--- src/rtl/ex_mem_stage.sv ---
// EX/MEM pipeline register with a 2-entry skid buffer.
// Main entry M feeds MEM and the bypass tap; skid entry S absorbs one stall.
module ex_mem_stage #(
   parameter int DATA_W  = 32,
   parameter int RADDR_W = 5
) (
   input  logic               clk_i,
   input  logic               rst_n_i,
   input  logic               in_valid_i,
   output logic               in_ready_o,
   input  logic [DATA_W-1:0]  alu_c_i,
   input  logic [RADDR_W-1:0] rd_i,
   input  logic               rf_we_i,
   input  logic               mem_re_i,
   input  logic               mem_we_i,
   input  logic [DATA_W-1:0]  store_data_i,
   input  logic [DATA_W-1:0]  pc_i,
   input  logic               flush_i,
   output logic               out_valid_o,
   input  logic               out_ready_i,
   output logic [DATA_W-1:0]  out_c_o,
   output logic [RADDR_W-1:0] out_rd_o,
   output logic               out_rf_we_o,
   output logic               out_mem_re_o,
   output logic               out_mem_we_o,
   output logic [DATA_W-1:0]  out_store_data_o,
   output logic [DATA_W-1:0]  out_pc_o,
   output logic               fwd_valid_o,
   output logic [RADDR_W-1:0] fwd_rd_o,
   output logic [DATA_W-1:0]  fwd_data_o
);

   typedef struct packed {
      logic [DATA_W-1:0]  c;
      logic [RADDR_W-1:0] rd;
      logic               rf_we;
      logic               mem_re;
      logic               mem_we;
      logic [DATA_W-1:0]  sd;
      logic [DATA_W-1:0]  pc;
   } ent_t;

   // bit0 = M valid, bit1 = S valid, so handshake flags are raw flops
   typedef enum logic [1:0] {
      ST_E = 2'b00,
      ST_M = 2'b01,
      ST_F = 2'b11
   } st_t;

   st_t  state_q, state_d;
   ent_t m_q, m_d;
   ent_t s_q, s_d;
   ent_t in_ent;
   logic accept;
   logic emit;

   always_ff @(posedge clk_i or negedge rst_n_i) begin
      if (!rst_n_i) begin
         state_q <= ST_E;
         m_q     <= '0;
         s_q     <= '0;
      end else begin
         state_q <= state_d;
         m_q     <= m_d;
         s_q     <= s_d;
      end
   end

   always_comb begin
      in_ent        = '0;
      in_ent.c      = alu_c_i;
      in_ent.rd     = rd_i;
      in_ent.rf_we  = rf_we_i & (rd_i != '0);
      in_ent.mem_re = mem_re_i;
      in_ent.mem_we = mem_we_i;
      in_ent.sd     = store_data_i;
      in_ent.pc     = pc_i;
   end

   always_comb begin
      in_ready_o  = ~state_q[1];
      out_valid_o = state_q[0];
      accept      = in_valid_i & in_ready_o;
      emit        = out_valid_o & out_ready_i;
   end

   always_comb begin
      state_d = state_q;
      unique case (state_q)
         ST_E: if (accept) state_d = ST_M;
         ST_M: begin
            if (accept && !emit)      state_d = ST_F;
            else if (!accept && emit) state_d = ST_E;
         end
         ST_F: if (emit) state_d = ST_M;
         default: state_d = ST_E;
      endcase
      if (flush_i) state_d = ST_E;
   end

   always_comb begin
      m_d = m_q;
      s_d = s_q;
      if (!flush_i) begin
         unique case (state_q)
            ST_E: if (accept) m_d = in_ent;
            ST_M: begin
               if (accept && emit) m_d = in_ent;
               else if (accept)    s_d = in_ent;
            end
            ST_F: if (emit) m_d = s_q;
            default: ;
         endcase
      end
   end

   always_comb begin
      out_c_o          = m_q.c;
      out_rd_o         = m_q.rd;
      out_rf_we_o      = m_q.rf_we;
      out_mem_re_o     = m_q.mem_re;
      out_mem_we_o     = m_q.mem_we;
      out_store_data_o = m_q.sd;
      out_pc_o         = m_q.pc;
      fwd_valid_o      = state_q[0] & m_q.rf_we & ~m_q.mem_re;
      fwd_rd_o         = m_q.rd;
      fwd_data_o       = m_q.c;
   end

endmodule

--- config.mk ---
export PLATFORM = sky130hd
export DESIGN_NAME = ex_mem_stage
export DESIGN_NICKNAME = d
export VERILOG_FILES = /design/src/rtl/ex_mem_stage.sv
export SDC_FILE = /design/constraint.sdc
export NUM_CORES = 1
export LEC_CHECK = 0
export ABC_CLOCK_PERIOD_IN_PS = 3300
export BUFFER_PORTS_ARGS = -buffer_cell sky130_fd_sc_hd__buf_2
export CAP_MARGIN = 20
export CORE_MARGIN = 8
export CORE_UTILIZATION = 57
export CTS_BUF_LIST = sky130_fd_sc_hd__clkbuf_16
export DETAILED_ROUTE_END_ITERATION = 16
export PLACE_DENSITY = 0.83
export SYNTH_ARGS = -nofsm -noshare
export SYNTH_HDL_FRONTEND = slang
export SYNTH_SLANG_ARGS = --single-unit
--- constraint.sdc ---
create_clock -name clk_i -period 3.3 [get_ports clk_i]
set_clock_uncertainty 0.2 [all_clocks]
set_input_delay 0.66 -clock clk_i [delete_from_list [all_inputs] [get_ports clk_i]]
set_output_delay 0.66 -clock clk_i [all_outputs]
set_load 0.05 [all_outputs]
==> report_table.html, run 1 <==
<table>
<tr><th>Metric</th><th>Value</th></tr>
<tr><th colspan="2">Placement</th></tr>
<tr><td>Number of input and output port buffers inserted</td><td>252</td></tr>
<tr><td>Weighted congestion at the end of routability-driven global placement</td><td>0.772</td></tr>
<tr><td>HPWL Detailed</td><td>15300 um</td></tr>
<tr><td>Worst setup slack after placement</td><td>0.826 ns</td></tr>
<tr><td>Cell count after placement</td><td>1033</td></tr>
<tr><th colspan="2">Synthesis</th></tr>
<tr><td>Average cell area after synthesis</td><td>15.5 um^2</td></tr>
<tr><td>Cell count after synthesis</td><td>624</td></tr>
<tr><td>Post-synthesis sequential area ratio</td><td>0.542</td></tr>
<tr><td>Syn Std Cell Area</td><td>0.00969 mm^2</td></tr>
<tr><td>Synth warnings</td><td>0</td></tr>
<tr><td>Distinct cells, synth</td><td>27</td></tr>
<tr><td>FF+latch count, synth</td><td>210</td></tr>
<tr><td>Syn Nets</td><td>738</td></tr>
<tr><th colspan="2">CTS</th></tr>
<tr><td>Clock buffer depth</td><td>3</td></tr>
<tr><td>Clock-pin transition on the worst setup and hold timing paths</td><td>0.06 ns</td></tr>
<tr><td>Latest clock arrival within the worst-skew pair</td><td>0.49 ns</td></tr>
<tr><td>Clock buffers created by TritonCTS</td><td>23</td></tr>
<tr><td>H-tree Lvls</td><td>1</td></tr>
<tr><td>Root Driver</td><td>clkbuf_16</td></tr>
<tr><td>Postcts setup bufs</td><td>0</td></tr>
<tr><td>CTS tree</td><td>done</td></tr>
<tr><td>Gates resized, CTS repair</td><td>0</td></tr>
<tr><td>Sink count of the clock tree</td><td>210</td></tr>
<tr><th colspan="2">Floorplan</th></tr>
<tr><td>Die outline width</td><td>146 um</td></tr>
<tr><td>Overall die area</td><td>0.0214 mm^2</td></tr>
<tr><td>Die height</td><td>146 um</td></tr>
<tr><td>Core Box Area</td><td>0.0166 mm^2</td></tr>
<tr><td>Total number of placement rows</td><td>47</td></tr>
<tr><td>Number of placed I/O pins</td><td>253</td></tr>
<tr><td>Initial core utilization</td><td>0.584</td></tr>
<tr><th colspan="2">Drt</th></tr>
<tr><td>Number of iterations in the first detailed-routing pass</td><td>4</td></tr>
<tr><td>Number of DRC markers in iteration 0</td><td>226</td></tr>
<tr><td>WL/cell</td><td>20.4 um</td></tr>
<tr><td>Average vias per placed instance</td><td>5.42</td></tr>
<tr><td>Remaining design rule violation count</td><td>0</td></tr>
<tr><td>Total wire length after detailed routing</td><td>22000 um</td></tr>
<tr><td>Detailed-route via count</td><td>5825</td></tr>
<tr><td>Number of routed nets with antenna violations</td><td>0</td></tr>
<tr><th colspan="2">Setup path</th></tr>
<tr><td>Arrival time worst endpoint</td><td>2.81 ns</td></tr>
<tr><td>Worst-path cell chain</td><td>inv_1 &gt; ha_1 &gt; a22oi_2 &gt; nand3_4 &gt; buf_12 &gt; mux2_4</td></tr>
<tr><td>Buffers and inverters on the worst path</td><td>2</td></tr>
<tr><td>Required time of the critical path</td><td>3.48 ns</td></tr>
<tr><td>Top fanout value on the critical path</td><td>104</td></tr>
<tr><td>Cell at the slowest stage of the critical path</td><td>dfrtp_1</td></tr>
<tr><td>Delay of the slowest cell on the worst path</td><td>0.62 ns</td></tr>
<tr><td>Crit path max-delay family</td><td>flip-flops</td></tr>
<tr><td>Sort of element at the end of the critical path</td><td>register</td></tr>
<tr><td>Critical path class</td><td>register to register</td></tr>
<tr><td>Sort of element at the start of the critical path</td><td>register</td></tr>
<tr><th colspan="2">Hold path</th></tr>
<tr><td>Hold WC Path Type</td><td>input pin to register</td></tr>
<tr><th colspan="2">Finish</th></tr>
<tr><td>Commonest cells after routing, fill and taps aside</td><td>buf_2, mux2_2, dfrtp_1, mux2_4, clkbuf_16</td></tr>
<tr><td>Share of post-route cells with drive strength above 1</td><td>0.711</td></tr>
<tr><td>Antenna Cells</td><td>0</td></tr>
<tr><td>Post-Layout Cell Count</td><td>1074</td></tr>
<tr><td>Net total in the final layout</td><td>953</td></tr>
<tr><td>Number of filler instances in the final layout</td><td>1164</td></tr>
<tr><td>Leading cell type in the layout, fill and taps excluded</td><td>buf_2</td></tr>
<tr><td>Signed area change from the synthesized netlist to the final layout</td><td>19.8%</td></tr>
<tr><th colspan="2">Timing</th></tr>
<tr><td>Unrepaired setup endpoints after global routing</td><td>no</td></tr>
<tr><td>Final Setup Violations</td><td>0</td></tr>
<tr><td>Smallest setup slack after layout</td><td>0.670 ns</td></tr>
<tr><td>Worst Tran Pin Value</td><td>0.861 ns</td></tr>
<tr><td>Worst max-slew margin expressed relative to the limit</td><td>0.426</td></tr>
<tr><td>Shortest clock period the worst path allows after layout</td><td>2.63 ns</td></tr>
<tr><td>Endpoints failing hold</td><td>0</td></tr>
<tr><td>Final cycle utilization of the critical path</td><td>0.797</td></tr>
<tr><td>Final TNS setup</td><td>0 ns</td></tr>
<tr><td>Final Max Tran Viols</td><td>0</td></tr>
<tr><td>Maximum achievable frequency</td><td>0.380 GHz</td></tr>
<tr><th colspan="2">Global route</th></tr>
<tr><td>Remaining global-route overflow</td><td>0</td></tr>
<tr><td>Global-route total usage across every layer</td><td>0.200</td></tr>
<tr><td>Largest net degree at the start of global routing</td><td>106</td></tr>
<tr><td>Wire length of the first global-routing pass</td><td>35300 um</td></tr>
<tr><td>Via count of the first global-routing pass</td><td>6806</td></tr>
<tr><td>Number of antenna violations at the first check in global routing</td><td>1</td></tr>
<tr><th colspan="2">Job</th></tr>
<tr><td>Number of max-cap violations</td><td>0</td></tr>
<tr><th colspan="2">Status</th></tr>
<tr><td>Status</td><td>completed</td></tr>
</table>
final cells by class:
cell class	count	area, um^2	area share
sequential	210	5260	0.453
multi-input combinational	340	3960	0.341
timing repair buffer	261	1420	0.122
clock buffer	23	576	0.0496
tap	220	275	0.0237
clock inverter	17	114	0.00981
inverter	3	11.3	0.000971
Yosys cell counts (all sizes together):
| library cell | count | area share |
|---|---|---|
| o21ai | 4 | 0.0021 |
| nor2b | 1 | 0.00065 |
| inv | 3 | 0.0012 |
| mux2 | 310 | 0.38 |
| nand2 | 4 | 0.0018 |
| nand4 | 1 | 0.00065 |
| clkbuf | 6 | 0.0023 |
| a21oi | 1 | 0.00052 |
| a22oi | 1 | 0.0013 |
| nand3 | 2 | 0.0015 |
| dfrtp | 210 | 0.54 |
| a211o | 1 | 0.00090 |
| ha | 5 | 0.0065 |
| or4 | 1 | 0.00078 |
| nand2b | 2 | 0.0013 |
| nor2 | 3 | 0.0012 |
| nand4b | 1 | 0.00090 |
| o31ai | 1 | 0.00078 |
| o31a | 1 | 0.00090 |
| buf | 65 | 0.048 |
| mux2i | 1 | 0.0010 |
worst register-to-register path, delay by kind of cell, from the launching register on:
family	cells	cell delay [ns]
AO/OA/AOI/OAI	1	0.27
buffers and inverters	2	0.36
flip-flops	1	0.62
adder cells (fa/ha/maj)	1	0.25
multiplexers	1	0.70
AND/OR/NAND/NOR	1	0.11
flip-flops by register name (all words and copies together), names as in the netlist:
register          count
s_q                 104
fwd_rd_o              5
out_rf_we_o           1
fwd_data_o           32
out_pc_o             32
out_store_data_o     32
out_mem_we_o          1
state_q               2
out_mem_re_o          1
per-stage QoR:
step | utilization | cell area (um^2) | hold slack (ns)
floorplan | - | 9690 | 0.164
global placement | 0.657 | 10900 | 0.263
detailed placement | 0.657 | 10900 | 0.280
CTS | 0.700 | 11600 | 0.187
global route | 0.700 | 11600 | 0.196
finish | 0.700 | 11600 | 0.206
final timing paths:
path	depth (start not counted)	slack, ns	from	end
max	6	0.67	state_q[0]$_DFFE_PN0P_	out_pc_o[11]$_DFFE_PN0P_
min	2	0.21	store_data_i[18]	s_q[50]$_DFFE_PN0P_
max reg2reg	6	0.67	state_q[0]$_DFFE_PN0P_	out_pc_o[11]$_DFFE_PN0P_
min reg2reg	2	0.28	s_q[66]$_DFFE_PN0P_	s_q[66]$_DFFE_PN0P_
max in group asynchronous	3	1.56	rst_n_i	fwd_data_o[18]$_DFFE_PN0P_
min in group asynchronous	2	0.53	rst_n_i	s_q[12]$_DFFE_PN0P_
layer usage:
| metal | wire length, um | part of all wire | GRT usage | vias to the layer above |
|---|---|---|---|---|
| met4 | 209 | 0.0095 | 0.0386 | 2 |
| met1 | 9130 | 0.42 | 0.243 | 2994 |
| li1 | - | - | - | 2608 |
| met3 | 1550 | 0.070 | 0.0581 | 17 |
| met5 | 8 | 0.00036 | 0 | - |
| met2 | 11100 | 0.50 | 0.348 | 204 |
cells by family after synthesis:
family,Yosys count,synth area share
mux,311,0.385
simple gates,15,0.00878
buf+inv,74,0.0512
flops,210,0.542
compound gates,9,0.00646
fa+ha+maj,5,0.00646
repair_timing:
action | 4_1_cts | 5_1_grt
endpoints found under the setup margin | 0 | 0
hold endpoints to repair | 65 | 0
hold buffers | 1 | 0
Power of run 1 is left out: the tool's default activity adds up to more than one toggle a clock period on the data nets, which glitch-free logic cannot reach.
==> run 2: changes to the inputs <==
Settings changed: ABC_CLOCK_PERIOD_IN_PS 3300 to 2500, CORE_UTILIZATION 57 to 53, PLACE_DENSITY 0.83 to 0.78.
Clock period 3.3 ns to 2.5 ns, I/O delays scaled along.
==> run 2 against run 1 <==
  * Die area increased by 6.7%
  * Register-to-register slack worse by 0.52 ns
  * First-iteration DRC count down 38%
  * Maximum frequency rose by 12%
  * Clock-buffer cell count unchanged
  * Via count is 1.2% higher
  * Hold slack got worse by 0.16 ns
  * Cell area rose by 0.43%
  * Sequential share of layout area down 0.18 points
  * Wire length increased by 1.1%
==> report_table.html, run 2 (synthesized netlist as in run 1, its figures left out) <==
<table>
<tr><th>Metric</th><th>Value</th></tr>
<tr><th colspan="2">Timing</th></tr>
<tr><td>Smallest setup slack after layout</td><td>0.153 ns</td></tr>
<tr><td>Worst max-slew margin expressed relative to the limit</td><td>0.589</td></tr>
<tr><td>Endpoints failing hold</td><td>0</td></tr>
<tr><td>Final TNS setup</td><td>0 ns</td></tr>
<tr><td>Final Max Tran Viols</td><td>0</td></tr>
<tr><td>Maximum achievable frequency</td><td>0.426 GHz</td></tr>
<tr><td>Final Setup Violations</td><td>0</td></tr>
<tr><td>Shortest clock period the worst path allows after layout</td><td>2.35 ns</td></tr>
<tr><td>Final cycle utilization of the critical path</td><td>0.939</td></tr>
<tr><td>Unrepaired setup endpoints after global routing</td><td>no</td></tr>
<tr><td>Worst Tran Pin Value</td><td>0.617 ns</td></tr>
<tr><th colspan="2">Drt</th></tr>
<tr><td>Average vias per placed instance</td><td>5.40</td></tr>
<tr><td>Number of DRC markers in iteration 0</td><td>139</td></tr>
<tr><td>Total wire length after detailed routing</td><td>22200 um</td></tr>
<tr><td>Detailed-route via count</td><td>5893</td></tr>
<tr><td>Number of iterations in the first detailed-routing pass</td><td>4</td></tr>
<tr><td>Remaining design rule violation count</td><td>0</td></tr>
<tr><td>Number of routed nets with antenna violations</td><td>0</td></tr>
<tr><td>WL/cell</td><td>20.3 um</td></tr>
<tr><th colspan="2">Placement</th></tr>
<tr><td>Cell count after placement</td><td>1049</td></tr>
<tr><td>Weighted congestion at the end of routability-driven global placement</td><td>0.823</td></tr>
<tr><td>HPWL Detailed</td><td>15700 um</td></tr>
<tr><td>Number of input and output port buffers inserted</td><td>252</td></tr>
<tr><td>Worst setup slack after placement</td><td>0.166 ns</td></tr>
<tr><th colspan="2">Floorplan</th></tr>
<tr><td>Core Box Area</td><td>0.0180 mm^2</td></tr>
<tr><td>Number of placed I/O pins</td><td>253</td></tr>
<tr><td>Initial core utilization</td><td>0.539</td></tr>
<tr><td>Die outline width</td><td>151 um</td></tr>
<tr><td>Total number of placement rows</td><td>49</td></tr>
<tr><td>Overall die area</td><td>0.0229 mm^2</td></tr>
<tr><td>Die height</td><td>151 um</td></tr>
<tr><th colspan="2">Finish</th></tr>
<tr><td>Share of post-route cells with drive strength above 1</td><td>0.708</td></tr>
<tr><td>Area of combinational cells with multiple inputs</td><td>0.00396 mm^2</td></tr>
<tr><td>Signed area change from the synthesized netlist to the final layout</td><td>20.3%</td></tr>
<tr><td>Flip-flop count of the largest register after layout</td><td>104</td></tr>
<tr><td>Net total in the final layout</td><td>960</td></tr>
<tr><td>Leading cell type in the layout, fill and taps excluded</td><td>buf_2</td></tr>
<tr><td>Commonest cells after routing, fill and taps aside</td><td>buf_2, mux2_2, dfrtp_1, mux2_4, clkbuf_16</td></tr>
<tr><td>Number of filler instances in the final layout</td><td>1287</td></tr>
<tr><td>Post-Layout Cell Count</td><td>1091</td></tr>
<tr><td>FF+latch area</td><td>0.00526 mm^2</td></tr>
<tr><td>Largest register by flop count</td><td>s_q</td></tr>
<tr><th colspan="2">Setup path</th></tr>
<tr><td>Arrival time worst endpoint</td><td>2.52 ns</td></tr>
<tr><td>Crit path max-delay family</td><td>flip-flops</td></tr>
<tr><td>Worst R2R Setup Slack</td><td>0.15 ns</td></tr>
<tr><td>Total stage count of the critical path</td><td>6</td></tr>
<tr><td>Beginning of the critical path</td><td>state_q[1]$_DFFE_PN0P_</td></tr>
<tr><td>Top fanout value on the critical path</td><td>29</td></tr>
<tr><td>Startpoint of the most critical register-to-register path</td><td>state_q[1]$_DFFE_PN0P_</td></tr>
<tr><td>Sort of element at the start of the critical path</td><td>register</td></tr>
<tr><td>Endpoint of the lowest-slack register-to-register path</td><td>out_store_data_o[24]$_DFFE_PN0P_</td></tr>
<tr><td>Delay of the slowest cell on the worst path</td><td>0.45 ns</td></tr>
<tr><td>Worst-path cell chain</td><td>inv_1 &gt; ha_1 &gt; a22oi_2 &gt; nand3_4 &gt; buf_12 &gt; mux2_4</td></tr>
<tr><td>Cell at the slowest stage of the critical path</td><td>dfrtp_1</td></tr>
<tr><td>Worst setup endpoint</td><td>out_store_data_o[24]$_DFFE_PN0P_</td></tr>
<tr><td>Critical path class</td><td>register to register</td></tr>
<tr><td>Buffers and inverters on the worst path</td><td>2</td></tr>
<tr><td>Cell depth of the worst flop-to-flop path</td><td>6</td></tr>
<tr><td>Required time of the critical path</td><td>2.67 ns</td></tr>
<tr><td>Sort of element at the end of the critical path</td><td>register</td></tr>
<tr><th colspan="2">CTS</th></tr>
<tr><td>Sink count of the clock tree</td><td>210</td></tr>
<tr><td>Clock buffer depth</td><td>3</td></tr>
<tr><td>Latest clock arrival within the worst-skew pair</td><td>0.49 ns</td></tr>
<tr><td>Clock buffers created by TritonCTS</td><td>23</td></tr>
<tr><td>Root Driver</td><td>clkbuf_16</td></tr>
<tr><td>H-tree Lvls</td><td>1</td></tr>
<tr><td>Clock-pin transition on the worst setup and hold timing paths</td><td>0.06 ns</td></tr>
<tr><td>CTS tree</td><td>done</td></tr>
<tr><th colspan="2">Power and ir drop</th></tr>
<tr><td>Power density relative to cell area</td><td>1540 mW/mm^2</td></tr>
<tr><td>Switching power</td><td>8220 uW</td></tr>
<tr><td>Fraction of power consumed by the clock network</td><td>0.163</td></tr>
<tr><td>Portion of total power attributed to combinational logic</td><td>0.494</td></tr>
<tr><td>Sequential share of power</td><td>0.343</td></tr>
<tr><td>Max VDD drop</td><td>1.26 mV</td></tr>
<tr><td>Int Pwr</td><td>9760 uW</td></tr>
<tr><td>Net switching share of the total power</td><td>0.457</td></tr>
<tr><td>Leak</td><td>0.00562 uW</td></tr>
<tr><th colspan="2">Status</th></tr>
<tr><td>Status</td><td>completed</td></tr>
<tr><th colspan="2">Hold path</th></tr>
<tr><td>Hold WC Path Type</td><td>input pin to register</td></tr>
<tr><td>Worst hold path cell count</td><td>2</td></tr>
<tr><th colspan="2">Global route</th></tr>
<tr><td>Remaining global-route overflow</td><td>0</td></tr>
<tr><td>Number of antenna violations at the first check in global routing</td><td>3</td></tr>
<tr><td>Via count of the first global-routing pass</td><td>6772</td></tr>
<tr><td>Global-route total usage across every layer</td><td>0.193</td></tr>
<tr><td>Wire length of the first global-routing pass</td><td>35300 um</td></tr>
<tr><td>Largest net degree at the start of global routing</td><td>106</td></tr>
<tr><th colspan="2">Job</th></tr>
<tr><td>Number of max-cap violations</td><td>0</td></tr>
</table>
[run 2: layout make-up]
type | instances | share of cell area
clock inverters | 16 | 0.00591
well taps | 229 | 0.0246
flip-flops and latches | 210 | 0.451
inverters | 3 | 0.000966
clock buffers | 23 | 0.0494
repair buffers | 268 | 0.128
diodes | 2 | 0.000430
multi-input cells | 340 | 0.340
[run 2: power by group through the flow]
| stage | sequential, uW | clock, uW | combinational (uW) |
|---|---|---|---|
| 2_1_floorplan | 8990 | 0 | 4350 |
| 3_3_place_gp | 6050 | 0 | 8790 |
| 3_5_place_dp | 6200 | 0 | 8970 |
| 4_1_cts | 6170 | 3050 | 9000 |
| 5_1_grt | 6380 | 3180 | 9290 |
| 6_report | 6170 | 2930 | 8890 |
[run 2: worst min-delay path by stage]
stage / end / start / slack, ns
CTS: s_q[60]$_DFFE_PN0P_ / store_data_i[28] / 0.02
finish: s_q[89]$_DFFE_PN0P_ / alu_c_i[17] / 0.05
detailed placement: s_q[14]$_DFFE_PN0P_ / s_q[14]$_DFFE_PN0P_ / 0.29
global route: s_q[90]$_DFFE_PN0P_ / alu_c_i[18] / 0.04
global placement: s_q[66]$_DFFE_PN0P_ / s_q[66]$_DFFE_PN0P_ / 0.26
floorplan: fwd_data_o[0]$_DFFE_PN0P_ / rst_n_i / 0.004
[run 2: repair_timing]
action	in CTS	in global routing
hold buffers	1	0
resized for setup	0	0
buffers inserted	0	0
setup endpoints to repair	0	0
endpoints found under the hold margin	58	0
[run 2: through the flow]
| stage | util | power [uW] | hold WS (ns) | cell area, um^2 |
|---|---|---|---|---|
| floorplan | - | 13300 | 0.00441 | 9690 |
| global placement | 0.612 | 14800 | 0.263 | 11000 |
| detailed placement | 0.612 | 15200 | 0.288 | 11000 |
| CTS | 0.648 | 18200 | 0.0186 | 11600 |
| global route | 0.649 | 18900 | 0.0370 | 11700 |
| finish | 0.649 | 18000 | 0.0496 | 11700 |
[run 2: routing by layer]
layer	part of all wire	track usage
met1	0.40	0.233
met2	0.48	0.326
met3	0.084	0.0535
met4	0.029	0.0663
met5	0.00054	0
Power figures use the tool's default switching activity.
